--- src/rtl/pit_programmer_if.sv ---
`default_nettype none
// ============================================================================
//  Module   : pit_programmer_if
//  Brief    : Timer-block bus between the PIT programmer and the 8254 core.
//  Revision : 1.0
// ============================================================================
interface pit_programmer_if;
    logic        cs;
    logic [1:1]  data_m_addr;
    logic [15:0] data_m_data_out;
    logic [1:0]  data_m_bytesel;
    logic        data_m_wr_en;
    logic        data_m_access;
    logic [15:0] data_m_data_in;
    logic        data_m_ack;

    modport master (
        output cs, data_m_addr, data_m_data_out, data_m_bytesel,
        output data_m_wr_en, data_m_access,
        input  data_m_data_in, data_m_ack
    );

    modport slave (
        input  cs, data_m_addr, data_m_data_out, data_m_bytesel,
        input  data_m_wr_en, data_m_access,
        output data_m_data_in, data_m_ack
    );
endinterface
`default_nettype wire

--- src/rtl/pit_programmer.sv ---
`default_nettype none
// ============================================================================
//  Module   : pit_programmer
//  Brief    : Sequences control word, reload bytes and optional latched
//             read-back of one PIT channel over the timer-block bus.
//  Revision : 1.0
// ============================================================================
module pit_programmer #(
    parameter int ACK_TIMEOUT = 8
) (
    input  wire logic        clk,
    input  wire logic        reset,
    input  wire logic        start,
    input  wire logic        chan_sel,
    input  wire logic [1:0]  mode,
    input  wire logic [15:0] reload,
    input  wire logic        readback_en,
    output logic             busy,
    output logic             done,
    output logic             error,
    output logic [15:0]      count,
    output logic             count_valid,
    pit_programmer_if.master bus
);

    typedef enum logic [2:0] {
        IDLE, CTRL, LOAD_LO, LOAD_HI, LATCH, READ_LO, READ_HI, FINISH
    } state_t;

    typedef enum logic {
        PH_STROBE = 1'b0,
        PH_WAIT   = 1'b1
    } phase_t;

    localparam logic [7:0] c_tmo_last = 8'(ACK_TIMEOUT - 1);

    state_t      r_state, w_state_nxt, w_after;
    phase_t      r_phase, w_phase_nxt;
    logic [7:0]  r_tmo;
    logic        r_chan, r_rb, r_error, r_count_valid;
    logic [1:0]  r_mode;
    logic [15:0] r_reload, r_count;

    logic        w_access, w_addr, w_wr, w_ack_take, w_timeout, w_accept, w_waiting;
    logic [1:0]  w_bytesel, w_ch;
    logic [15:0] w_data;
    wire  logic  w_unused = &{1'b0, bus.data_m_data_in[15:8]};

    assign w_ch      = r_chan ? 2'b10 : 2'b00;
    assign w_accept  = (r_state == IDLE) && start;
    assign w_waiting = (r_state != IDLE) && (r_state != FINISH) && (r_phase == PH_WAIT);

    always_ff @(posedge clk or negedge reset) begin
        if (!reset) begin
            r_state <= IDLE;
            r_phase <= PH_STROBE;
        end else begin
            r_state <= w_state_nxt;
            r_phase <= w_phase_nxt;
        end
    end

    always_comb begin
        w_state_nxt = r_state;
        w_phase_nxt = r_phase;
        w_after     = FINISH;
        w_access    = 1'b0;
        w_addr      = 1'b0;
        w_bytesel   = 2'b00;
        w_wr        = 1'b0;
        w_data      = 16'h0000;
        w_ack_take  = 1'b0;
        w_timeout   = 1'b0;

        // Per-state bus fields; only reach the pins during STROBE.
        case (r_state)
            CTRL: begin
                w_addr = 1'b1; w_bytesel = 2'b10; w_wr = 1'b1;
                w_data = {w_ch, 2'b11, 1'b0, r_mode, 1'b0, 8'h00};
                w_after = LOAD_LO;
            end
            LOAD_LO: begin
                w_addr = r_chan; w_bytesel = 2'b01; w_wr = 1'b1;
                w_data = {8'h00, r_reload[7:0]};
                w_after = LOAD_HI;
            end
            LOAD_HI: begin
                w_addr = r_chan; w_bytesel = 2'b01; w_wr = 1'b1;
                w_data = {8'h00, r_reload[15:8]};
                w_after = r_rb ? LATCH : FINISH;
            end
            LATCH: begin
                w_addr = 1'b1; w_bytesel = 2'b10; w_wr = 1'b1;
                w_data = {w_ch, 6'b000000, 8'h00};
                w_after = READ_LO;
            end
            READ_LO: begin
                w_addr = r_chan; w_bytesel = 2'b01;
                w_after = READ_HI;
            end
            READ_HI: begin
                w_addr = r_chan; w_bytesel = 2'b01;
                w_after = FINISH;
            end
            default: ;
        endcase

        case (r_state)
            IDLE: begin
                if (start) begin
                    w_state_nxt = CTRL;
                    w_phase_nxt = PH_STROBE;
                end
            end
            FINISH: w_state_nxt = IDLE;
            default: begin
                if (r_phase == PH_STROBE) begin
                    w_access    = 1'b1;
                    w_phase_nxt = PH_WAIT;
                end else if (bus.data_m_ack) begin
                    w_ack_take  = 1'b1;
                    w_state_nxt = w_after;
                    w_phase_nxt = PH_STROBE;
                end else if (r_tmo == c_tmo_last) begin
                    w_timeout   = 1'b1;
                    w_state_nxt = FINISH;
                    w_phase_nxt = PH_STROBE;
                end
            end
        endcase
    end

    always_ff @(posedge clk or negedge reset) begin
        if (!reset) begin
            r_tmo         <= 8'h00;
            r_chan        <= 1'b0;
            r_mode        <= 2'b00;
            r_reload      <= 16'h0000;
            r_rb          <= 1'b0;
            r_error       <= 1'b0;
            r_count       <= 16'h0000;
            r_count_valid <= 1'b0;
        end else begin
            r_tmo <= (w_waiting && !bus.data_m_ack) ? r_tmo + 8'h01 : 8'h00;
            if (w_accept) begin
                r_chan        <= chan_sel;
                r_mode        <= mode;
                r_reload      <= reload;
                r_rb          <= readback_en;
                r_error       <= 1'b0;
                r_count_valid <= 1'b0;
            end
            if (w_timeout) r_error <= 1'b1;
            if (w_ack_take && r_state == READ_LO) r_count[7:0]  <= bus.data_m_data_in[7:0];
            if (w_ack_take && r_state == READ_HI) r_count[15:8] <= bus.data_m_data_in[7:0];
            if (r_state == FINISH && r_rb && !r_error) r_count_valid <= 1'b1;
        end
    end

    assign bus.cs              = w_access;
    assign bus.data_m_access   = w_access;
    assign bus.data_m_addr     = w_access ? w_addr    : 1'b0;
    assign bus.data_m_bytesel  = w_access ? w_bytesel : 2'b00;
    assign bus.data_m_wr_en    = w_access ? w_wr      : 1'b0;
    assign bus.data_m_data_out = w_access ? w_data    : 16'h0000;

    assign busy        = (r_state != IDLE);
    assign done        = (r_state == FINISH);
    assign error       = r_error;
    assign count       = r_count;
    assign count_valid = r_count_valid;

endmodule
`default_nettype wire
--- src/flat_wrapper.sv ---
// flat-port wrapper written by rule: the top's interface ports become plain ports
module pit_programmer_flat 
#(
    parameter int ACK_TIMEOUT = 8
)
  (clk, reset, start, chan_sel, mode, reload, readback_en, busy, done, error, count, count_valid, bus_cs, bus_data_m_addr, bus_data_m_data_out, bus_data_m_bytesel, bus_data_m_wr_en, bus_data_m_access, bus_data_m_data_in, bus_data_m_ack);
  pit_programmer_if bus_i ();
  input  wire logic clk;
  input  wire logic reset;
  input  wire logic start;
  input  wire logic chan_sel;
  input  wire logic [1:0] mode;
  input  wire logic [15:0] reload;
  input  wire logic readback_en;
  output logic busy;
  output logic done;
  output logic error;
  output logic [15:0] count;
  output logic count_valid;
  output wire logic [$bits(bus_i.cs)-1:0] bus_cs;
  output wire logic [$bits(bus_i.data_m_addr)-1:0] bus_data_m_addr;
  output wire logic [$bits(bus_i.data_m_data_out)-1:0] bus_data_m_data_out;
  output wire logic [$bits(bus_i.data_m_bytesel)-1:0] bus_data_m_bytesel;
  output wire logic [$bits(bus_i.data_m_wr_en)-1:0] bus_data_m_wr_en;
  output wire logic [$bits(bus_i.data_m_access)-1:0] bus_data_m_access;
  input wire logic [$bits(bus_i.data_m_data_in)-1:0] bus_data_m_data_in;
  input wire logic [$bits(bus_i.data_m_ack)-1:0] bus_data_m_ack;
  assign bus_cs = bus_i.cs;
  assign bus_data_m_addr = bus_i.data_m_addr;
  assign bus_data_m_data_out = bus_i.data_m_data_out;
  assign bus_data_m_bytesel = bus_i.data_m_bytesel;
  assign bus_data_m_wr_en = bus_i.data_m_wr_en;
  assign bus_data_m_access = bus_i.data_m_access;
  assign bus_i.data_m_data_in = bus_data_m_data_in;
  assign bus_i.data_m_ack = bus_data_m_ack;
  pit_programmer #(.ACK_TIMEOUT(ACK_TIMEOUT)) u_core (.clk(clk), .reset(reset), .start(start), .chan_sel(chan_sel), .mode(mode), .reload(reload), .readback_en(readback_en), .busy(busy), .done(done), .error(error), .count(count), .count_valid(count_valid), .bus(bus_i));
endmodule
--- config.mk ---
export PLATFORM = sky130hd
export DESIGN_NAME = pit_programmer_flat
export DESIGN_NICKNAME = d
export VERILOG_FILES = /design/src/rtl/pit_programmer_if.sv /design/src/rtl/pit_programmer.sv /design/src/flat_wrapper.sv
export SDC_FILE = /design/constraint.sdc
export NUM_CORES = 1
export LEC_CHECK = 0
export CAP_MARGIN = 20
export CORE_ASPECT_RATIO = 0.75
export CORE_MARGIN = 3
export CORE_UTILIZATION = 46
export DETAILED_ROUTE_END_ITERATION = 12
export GPL_TIMING_DRIVEN = 0
export PLACE_DENSITY_LB_ADDON = 0.25
export SYNTH_ARGS = -nofsm -noshare
export SYNTH_HDL_FRONTEND = slang
export SYNTH_SLANG_ARGS = --single-unit
export TNS_END_PERCENT = 10
--- constraint.sdc ---
create_clock -name clk -period 1.9 [get_ports clk]
set_input_delay 0.38 -clock clk [delete_from_list [all_inputs] [get_ports clk]]
set_output_delay 0.38 -clock clk [all_outputs]
set_load 0.02 [all_outputs]
Word-level counts from Yosys, hierarchy flattened --
Index checks and enable logic that the tools add are counted.
Operators by class: add/sub/neg operators 1, equal/unequal tests 10, multiplexer cells 34, bitwise gates (word level) 1, reduce and logical (&&, ||, !) cells 22
Operators by type and width (number):
- 16-bit case mux with 4 select lines | 1
- 1-bit two-way mux | 19
- 16-bit two-way mux | 1
- 3-bit case mux with 5 select lines | 1
- 3-bit equality test (second input constant) | 4
- 3-bit two-way mux | 4
- 8-bit by 1-bit adder with 8-bit output (second input constant) | 1
- 8-bit by 3-bit equality test with 1-bit output (second input constant) | 1
- 1-bit logical AND | 8
- 8-bit two-way mux | 1
- 4-bit OR reduction | 2
- 3-bit by 2-bit equality test with 1-bit output (second input constant) | 2
- 2-bit two-way mux | 3
- 3-bit case mux with 2 select lines | 1
- 3-bit nonzero test | 2
- 1-bit case mux with 2 select lines | 2
- 2-bit case mux with 2 select lines | 1
- 2-bit nonzero test | 2
- 4-bit nonzero test | 1
- 2-bit OR reduction | 2
- 3-bit by 1-bit equality test with 1-bit output (second input constant) | 1
- 3-bit logical NOT | 1
- 3-bit != test (second input constant) | 1
- 3-bit AND reduction | 1
- 4 further kinds | 5
Storage, ports and cells: register bits 50

Longest topological paths before layout --
Gate-level depths: netlist of run 1.
depth in word-level cells 6, gate-level depth with buffers 7, gate-level depth less buffers 6

Worst setup path after synthesis of run 1 --
OpenSTA, ideal clock, no wires.
path kind register to output, from register u_core.r_state[0], to output port bus_data_m_data_out[10], arrival 1.663 ns, slack -0.143 ns, stages on the path, launching flop included 5, buffers on the path 1, path through dfrtp_1 > buf_4 > inv_1 > nor3_1 > and2_1
Between the ends: cells in the longest elaborated chain, start to end 4
RTL lines:
- start, declared | RTL line pit_programmer.sv:37 | state_t r_state, w_state_nxt, w_after;
- start signal, assigned | RTL line pit_programmer.sv:58 | r_state <= w_state_nxt;
- 3-bit equality test or 3-bit logical NOT (tied branches) | RTL line pit_programmer.sv:108 | case (r_state)
- 2-bit OR reduction (no source line)
- 1-bit two-way mux | RTL line pit_programmer.sv:108
- 16-bit two-way mux (*) | RTL line pit_programmer.sv:165 | assign bus.data_m_data_out = w_access ? w_data : 16'h0000;
- end, declared | RTL line flat_wrapper.sv:22 | output wire logic [$bits(bus_i.data_m_data_out)-1:0] bus_data_m_data_out;
Every way passes the cells marked *; elsewhere a longest branch is shown, timed or not.

Worst setup path in the final report of run 1 --
from register u_core.r_state[2], to output port bus_data_m_access
Between the ends: cells in the longest elaborated chain, start to end 3
RTL lines:
- 3-bit equality test or 3-bit logical NOT (tied branches) | RTL line pit_programmer.sv:108
- 2-bit OR reduction (no source line) (*)
- 1-bit two-way mux (*) | RTL line pit_programmer.sv:108
- end, declared | RTL line flat_wrapper.sv:25 | output wire logic [$bits(bus_i.data_m_access)-1:0] bus_data_m_access;
Marked as above.

==> results of run 1 <==
## path summary, 6_finish.rpt
check / startpoint / end / slack (ns) / depth (start not counted)
max in group asynchronous: reset / u_core.r_state[0] / 0.93 / 3
setup reg to reg: u_core.r_state[2] / u_core.r_reload[1] / 0.21 / 6
setup / recovery: u_core.r_state[2] / bus_data_m_access / -0.13 / 8
hold reg to reg: u_core.count[0] / u_core.count[0] / 0.51 / 1
hold / removal: reset / u_core.r_state[2] / 0.48 / 2
min in group clk: u_core.count[0] / u_core.count[0] / 0.51 / 1
## report_power, final
| part | total [mW] | internal [mW] | switching, mW | leakage, nW |
|---|---|---|---|---|
| combinational | 3.15 | 1.64 | 1.51 | 0.945 |
| clock | 0.649 | 0.273 | 0.376 | 0.0502 |
| sequential | 1.82 | 1.53 | 0.296 | 0.620 |
| total | 5.63 | 3.44 | 2.18 | 1.61 |
## flip-flops by register name, indices dropped and copies added (netlist names)
signal              flops
u_core.r_chan           1
u_core.r_rb             1
u_core.r_tmo            8
u_core.error            1
u_core.r_mode           2
u_core.r_state          3
u_core.r_phase          1
u_core.count_valid      1
u_core.r_reload        16
u_core.count           16
## layout by cell type, fill, tap and decap left out, types with 6 or more instances in the layout
cell,n
mux2i_1,8
mux2_4,19
nand3_1,6
buf_4,23
nor2_1,18
nand2_1,6
dfrtp_1,49
inv_1,6
clkdlybuf4s50_1,47
mux2_2,17
buf_6,8
## critical path, cell delays in order (launching register included)
cell     delay [ns]
dfrtp_1        0.40
or2_1          0.25
buf_6          0.14
nor2_4         0.14
inv_2          0.08
nand2_2        0.09
nor2_4         0.04
buf_6          0.11
buf_6          0.12
## metrics by stage
stage / instance area [um^2] / std cells / hold slack [ns]
2_1_floorplan: 2560 / 207 / 0.0844
3_3_place_gp: 3350 / 349 / 0.489
3_5_place_dp: 3370 / 350 / 0.277
4_1_cts: 3450 / 360 / 0.477
5_1_grt: 3520 / 364 / 0.484
6_report: 3520 / 364 / 0.476
## cells by family (layout without fill, tap and decap cells)
group / count (synthesis) / in the layout / share of synthesized area [%]
other: 1 / 3 / 0.147
multiplexers: 44 / 44 / 21.8
AO/OA/AOI/OAI: 21 / 21 / 6.04
XOR/XNOR: 8 / 8 / 2.75
AND/OR/NAND/NOR: 57 / 57 / 13.0
buffers and inverters: 22 / 107 / 6.19
flip-flops: 50 / 50 / 49.1
adder cells (fa/ha/maj): 2 / 2 / 0.982
## area by class of cell
| class | count | area (um^2) | area share (%) |
|---|---|---|---|
| Clock buffer | 5 | 68.8 | 1.96 |
| Buffer | 13 | 134 | 3.80 |
| Tap cell | 72 | 90.1 | 2.56 |
| Clock inverter | 3 | 28.8 | 0.818 |
| Timing Repair Buffer | 78 | 728 | 20.7 |
| Sequential cell | 50 | 1250 | 35.6 |
| Inverter | 8 | 30.0 | 0.853 |
| Multi-Input combinational cell | 135 | 1190 | 33.7 |
## routing by layer
metal / GRT usage [%] / vias to the layer above / wire length (um)
met2: 25.5 / 73 / 2410
met5: 0 / - / 0
met3: 5.17 / 11 / 434
met4: 5.27 / 0 / 69
li1: - / 880 / -
met1: 24.9 / 872 / 2610
## what timing repair did
item | 4_1_cts | 5_1_grt
endpoints found under the setup margin | 21 | 29
endpoints found under the hold margin | 10 | 0
cloned | 0 | 0
setup buffers | 2 | 4
pin swaps | 1 | 3
resized for setup | 72 | 38
hold buffers | 1 | 0
==> results.toml, run 1 <==
[sta]
timing.final.crit_share_pct = 107
report.final.hold_viol_count = 0
fin_crit_ns = 2.03
setup_viol = 13
final_max_slew_viol_count = 0
fin_skew_ns = 0.0115
setup_ws_ns = -0.133
tns_ns = -1.18
rsz0062_at_grt = "yes"
max_freq_mhz = 492

[logic_synthesis]
synth_common_cells = "dfrtp_1 (50), mux2_4 (19), nor2_1 (19), mux2_2 (17), buf_4 (9)"
synth_warnings = 0
ys_ff_latch = 50
synth-edff-count = 0
yosysMostFrequentCell = "dfrtp_1"
synth_area_leader_cell = "dfrtp_1"
syn_area_um2 = 2550
syn-instance-count = 205
synth_ff_type = "dfrtp_1"
syn_area_per_cell_um2 = 12.4
async_flop_share_pct = 100
synthTopCellsByArea = "dfrtp_1 (49%), mux2_4 (11%), mux2_2 (7.5%)"
seq_area_frac_synth_pct = 49.1
synth_top_area_share_pct = 49.1
yosysUniqueCellTypes = 48

[min_path]
hold_path.class = "in2async"

[critical_path]
critPathMaxFanout = 4
cp.required_ns = 1.52
worst-setup-path-type = "reg2out"
arrival_ns = 1.65
cp-end-kind = "output port"
start_kind = "register"

[cells_and_area]
drive_gt1_share_pct = 36.3
syn2layout_area_growth_pct = 38.1
antennaDiodeCount = 0
fill_cells = 392
fin_util_pct = 68.7
nNetsFinal = 333

[floorplan]
ios = 82
die_width_um = 92.0
fp.coreArea_um2 = 5120
die_y_um = 70.5
start_util_pct = 49.8
fp.dieArea_um2 = 6480
rows = 22

[place]
dpl.hpwl_mm = 4.00
post-place-ws_ns = -0.442
port_buffers = 70
gp_congestion = 0.886

[power_and_ir_drop]
p_leak_nw = 1.61
vdd_ir_drop_max_v = 0.000826
power_density_nw_per_um2 = 1600
p_total_mw = 5.63

[detailed_routing]
via_per_inst = 5.04
ant_nets = 0
vias = 1836
drtIter0Drc = 100
drt_wl_total_mm = 5.53
first_pass_iters = 4
drcViolationCount = 0
wl_per_cell_um = 15.2

[global_route]
globalRouteTotalUtil_pct = 17.4
grt_start_max_net_pins = 41
grt_pass1_vias = 1874
grt_pass1_wl_mm = 9.05
antenna_found_initial = 0
grt_overflow = 0

[run_status]
run_status = "finished with violations"
violations = "negative setup slack"

[job]
max_cap_viol_count = 0

[cts]
clk_pin_slew_ns = 0.10
clock_latency_ns = 0.30
cts.sink_count = 50
cts_root_buffer = "clkbuf_8"
cts_made_buffers = 5
clockBufferDepth = 2
cts_tree = "built"
htree_levels = 2
Note: power is estimated with default switching activity, not from simulation.
==> inputs of run 2 (changes only) <==
--- a/config.mk
+++ b/config.mk
@@ -10,6 +10,7 @@
 export CORE_MARGIN = 3
 export CORE_UTILIZATION = 46
 export DETAILED_ROUTE_END_ITERATION = 12
+export GPL_ROUTABILITY_DRIVEN = 0
 export GPL_TIMING_DRIVEN = 0
 export PLACE_DENSITY_LB_ADDON = 0.25
 export SYNTH_ARGS = -nofsm -noshare
==> constraint.sdc (replaced) <==
create_clock -name clk -period 1.9 [get_ports clk]
set_input_delay 0.475 -clock clk [delete_from_list [all_inputs] [get_ports clk]]
set_output_delay 0.475 -clock clk [all_outputs]
set_load 0.02 [all_outputs]
==> results.toml, run 2 (synthesis gave the netlist of run 1 again) <==
[critical_path]
cp-end-kind = "output port"
start_kind = "register"
worst-setup-path-type = "reg2out"
critPathMaxFanout = 4
arrival_ns = 1.59
cp.required_ns = 1.42

[sta]
fin_crit_ns = 2.07
report.final.hold_viol_count = 0
holdWs_ns = 0.0422
rsz0062_at_grt = "yes"
final_max_slew_viol_count = 0
max_freq_mhz = 484
setup_ws_ns = -0.166
tns_ns = -1.95
timing.final.crit_share_pct = 109
fin_skew_ns = 0.0106
setup_viol = 17

[floorplan]
ios = 82
fp.dieArea_um2 = 6480
die_y_um = 70.5
start_util_pct = 49.8
die_width_um = 92.0
rows = 22
fp.coreArea_um2 = 5120

[detailed_routing]
drtIter0Drc = 88
first_pass_iters = 4
vias = 1874
drt_wl_total_mm = 5.60
via_per_inst = 5.08
ant_nets = 0
drcViolationCount = 0
wl_per_cell_um = 15.2

[global_route]
grt_start_max_net_pins = 41
antenna_found_initial = 0
grt_pass1_vias = 1884
grt_pass1_wl_mm = 9.04
grt_overflow = 0
globalRouteTotalUtil_pct = 17.4

[place]
port_buffers = 70
dpl.hpwl_mm = 4.00

[cells_and_area]
fill_cells = 375
regArea_um2 = 1250
syn2layout_area_growth_pct = 42.0
nNetsFinal = 338
multi_input_area_um2 = 1230
final_cell_mix = "dfrtp_1 (48), clkdlybuf4s50_1 (47), buf_4 (28), mux2_4 (19), mux2_2 (17)"
fin_util_pct = 70.7
antennaDiodeCount = 0
drive_gt1_share_pct = 42.1
final_common_cell = "dfrtp_1"

[cts]
clock_latency_ns = 0.30
htree_levels = 2
cts_tree = "built"
cts.sink_count = 50
clockBufferDepth = 2
ctsHoldBuffers = 0
cts_root_buffer = "clkbuf_8"
clk_pin_slew_ns = 0.09
cts_made_buffers = 5

[run_status]
violations = "negative setup slack"
run_status = "finished with violations"

[power_and_ir_drop]
power_density_nw_per_um2 = 1620
vdd_ir_drop_max_v = 0.000845
p_leak_nw = 1.65
p_total_mw = 5.87

[job]
max_cap_viol_count = 0

[min_path]
hold_path.class = "in2async"
## run 2: timing repair
| item | 4_1_cts | 5_1_grt |
|---|---|---|
| setup endpoints to repair | 29 | 21 |
| pin swaps | 11 | 6 |
| hold endpoints to repair | 0 | 0 |
| cloned | 0 | 0 |
| setup buffers | 5 | 7 |
| resized for setup | 122 | 17 |
## run 2: power by group
group	switching [mW]	total (mW)	internal, mW
registers	0.303	1.83	1.53
logic	1.61	3.39	1.79
clock network	0.374	0.647	0.273
total	2.28	5.87	3.59
## run 2: final timing paths
check,from,end,slack [ns],depth (start not counted)
max in group asynchronous,reset,u_core.r_state[0],1.36,2
worst max register to register,u_core.r_state[1],u_core.r_state[0],0.14,9
min in group clk,u_core.r_mode[0],u_core.r_mode[0],0.51,1
worst min-delay path,reset,u_core.r_state[2],0.04,1
worst max-delay path,u_core.r_state[1],bus_data_m_access,-0.17,8
worst min register to register,u_core.r_mode[0],u_core.r_mode[0],0.51,1
## run 2: worst max-delay path, stage by stage, from the launching register on
cell	delay [ns]
dfrtp_1	0.40
or2_1	0.25
buf_6	0.14
nor2_4	0.09
inv_2	0.06
nand2_2	0.08
nor2_4	0.04
buf_6	0.11
buf_6	0.12
## run 2: final cells by class
cell class                      count  share of cell area, %
Buffer                             13                   3.80
Clock buffer                        5                   1.90
Clock inverter                      3                  0.795
Inverter                            8                  0.968
Multi-Input combinational cell    135                   34.1
Sequential cell                    50                   34.6
Tap cell                           72                   2.49
Timing Repair Buffer               83                   21.3
## run 2: per-stage QoR
stage          setup slack [ns]  instances  instance area [um^2]
2_1_floorplan            -0.100        207                  2560
3_3_place_gp              -1.13        349                  3350
3_5_place_dp             -0.537        350                  3370
4_1_cts                  -0.195        362                  3530
5_1_grt                  -0.254        369                  3620
6_report                 -0.166        369                  3620
## run 2: routing by layer
metal / GRT usage [%] / share of wire (%) / wire length [um] / vias to the layer above
met5: 0 / 0 / 0 / -
met4: 5.27 / 1.4 / 80 / 0
met3: 5.49 / 8.2 / 461 / 13
met2: 25.4 / 44 / 2480 / 81
met1: 24.7 / 46 / 2580 / 890
li1: - / - / - / 890
==> inputs of run 3 (changes only) <==
--- a/config.mk
+++ b/config.mk
@@ -5,6 +5,7 @@
 export SDC_FILE = /design/constraint.sdc
 export NUM_CORES = 1
 export LEC_CHECK = 0
+export ABC_CLOCK_PERIOD_IN_PS = 1900
 export CAP_MARGIN = 20
 export CORE_ASPECT_RATIO = 0.75
 export CORE_MARGIN = 3
@@ -12,7 +13,7 @@
 export DETAILED_ROUTE_END_ITERATION = 12
 export GPL_ROUTABILITY_DRIVEN = 0
 export GPL_TIMING_DRIVEN = 0
-export PLACE_DENSITY_LB_ADDON = 0.25
+export PLACE_DENSITY = 0.8
 export SYNTH_ARGS = -nofsm -noshare
 export SYNTH_HDL_FRONTEND = slang
 export SYNTH_SLANG_ARGS = --single-unit
==> results.toml, run 3 (synthesis gave the netlist of run 1 again) <==
[power_and_ir_drop]
p_leak_nw = 1.65
p_total_mw = 5.87
power_density_nw_per_um2 = 1630
vdd_ir_drop_max_v = 0.000880

[detailed_routing]
drt_wl_total_mm = 5.79
ant_nets = 0
wl_per_cell_um = 15.7
first_pass_iters = 4
drcViolationCount = 0
drtIter0Drc = 134
vias = 1846
via_per_inst = 5.00

[min_path]
hold_path.class = "in2async"

[critical_path]
arrival_ns = 1.63
worst_r2r_path_depth = 6
r2r-end = "u_core.count[13]"
worst-setup-path-type = "reg2out"
r2r_start = "u_core.r_state[1]"
crit_start = "u_core.r_state[2]"
cp-end-kind = "output port"
reg2reg_slack_ns = 0.11
critPathMaxFanout = 8
cp.required_ns = 1.42
start_kind = "register"

[sta]
setup_viol = 17
max_freq_mhz = 475
fin_crit_ns = 2.10
final_max_slew_viol_count = 0
fin_skew_ns = 0.00573
holdWs_ns = 0.0651
report.final.hold_viol_count = 0
setup_ws_ns = -0.203
rsz0062_at_grt = "yes"
timing.final.crit_share_pct = 111

[floorplan]
die_y_um = 70.5
fp.dieArea_um2 = 6480
rows = 22
ios = 82
start_util_pct = 49.8
die_width_um = 92.0
fp.coreArea_um2 = 5120

[cells_and_area]
final_common_cell = "dfrtp_1"
fin_cells = 369
drive_gt1_share_pct = 39.7
final_cell_mix = "dfrtp_1 (48), clkdlybuf4s50_1 (47), buf_4 (31), mux2_4 (19), mux2_2 (17)"
nNetsFinal = 338
syn2layout_area_growth_pct = 40.9
antennaDiodeCount = 0
fill_cells = 389

[cts]
clockBufferDepth = 2
cts_tree = "built"
cts_made_buffers = 5
cts.sink_count = 50
clk_pin_slew_ns = 0.09
cts_root_buffer = "clkbuf_8"
clock_latency_ns = 0.31
htree_levels = 2

[job]
max_cap_viol_count = 0

[run_status]
run_status = "finished with violations"
violations = "negative setup slack"

[place]
port_buffers = 70
dp_cells = 350
dpl.hpwl_mm = 4.01

[global_route]
grt_pass1_wl_mm = 9.41
grt_overflow = 0
globalRouteTotalUtil_pct = 18.6
antenna_found_initial = 0
grt_pass1_vias = 1858
grt_start_max_net_pins = 37
[run 3: cell types whose count changed in the layout (fill, tap and decap cells not counted), moves of 2 or more]
| cell | delta |
|---|---|
| buf_4 | +3 |
| buf_6 | -3 |
| clkinv_4 | -2 |
| nor2_1 | +5 |
| nor2_2 | -5 |
[run 3: where the power goes]
group          internal [mW]  total, mW  switching, mW
registers               1.53       1.84          0.309
logic                   1.78       3.39           1.61
clock network          0.294      0.640          0.346
[run 3: how the worst max path moves through the flow]
stage / end
final: bus_data_m_data_out[3]
after global routing: bus_data_m_data_out[1]
after CTS: bus_data_m_addr
after detailed placement: bus_data_m_data_out[4]
after global placement: u_core.r_reload[10]
after floorplan: bus_data_m_data_out[15]
[run 3: metal layers]
metal | wire (um) | track usage (%)
met4 | 56 | 4.45
met2 | 2680 | 28.3
met3 | 432 | 7.43
met1 | 2630 | 25.1
met5 | 0 | 0
[run 3: what timing repair did]
item | in CTS | in global routing
hold buffers | 0 | 0
pin swaps | 6 | 4
setup endpoints to repair | 29 | 21
resized for setup | 104 | 27
buffers inserted | 9 | 3
[run 3: metrics by stage]
step	worst slack (ns)	setup TNS (ns)	area (um^2)	util [%]
after floorplan	-0.100	-0.117	2560	-
after global placement	-1.07	-66.18	3350	65.5
after detailed placement	-0.504	-13.29	3370	65.8
after CTS	-0.223	-3.43	3520	68.8
after global routing	-0.257	-3.62	3590	70.2
final	-0.203	-2.23	3590	70.2
[run 3: area by class of cell]
cell class	count	area (um^2)	area share, %
sequential	50	1250	34.9
multi-input combinational	135	1230	34.1
timing repair buffer	83	757	21.1
buffer	13	141	3.94
tap	72	90.1	2.51
clock buffer	7	86.3	2.40
inverter	8	32.5	0.906
clock inverter	1	5.00	0.139
[run 3: critical path, stage by stage (launching register included)]
cell and delay [ns]:
dfrtp_1 0.41, buf_6 0.15, or3_4 0.43, nor2_1 0.16, buf_4 0.16
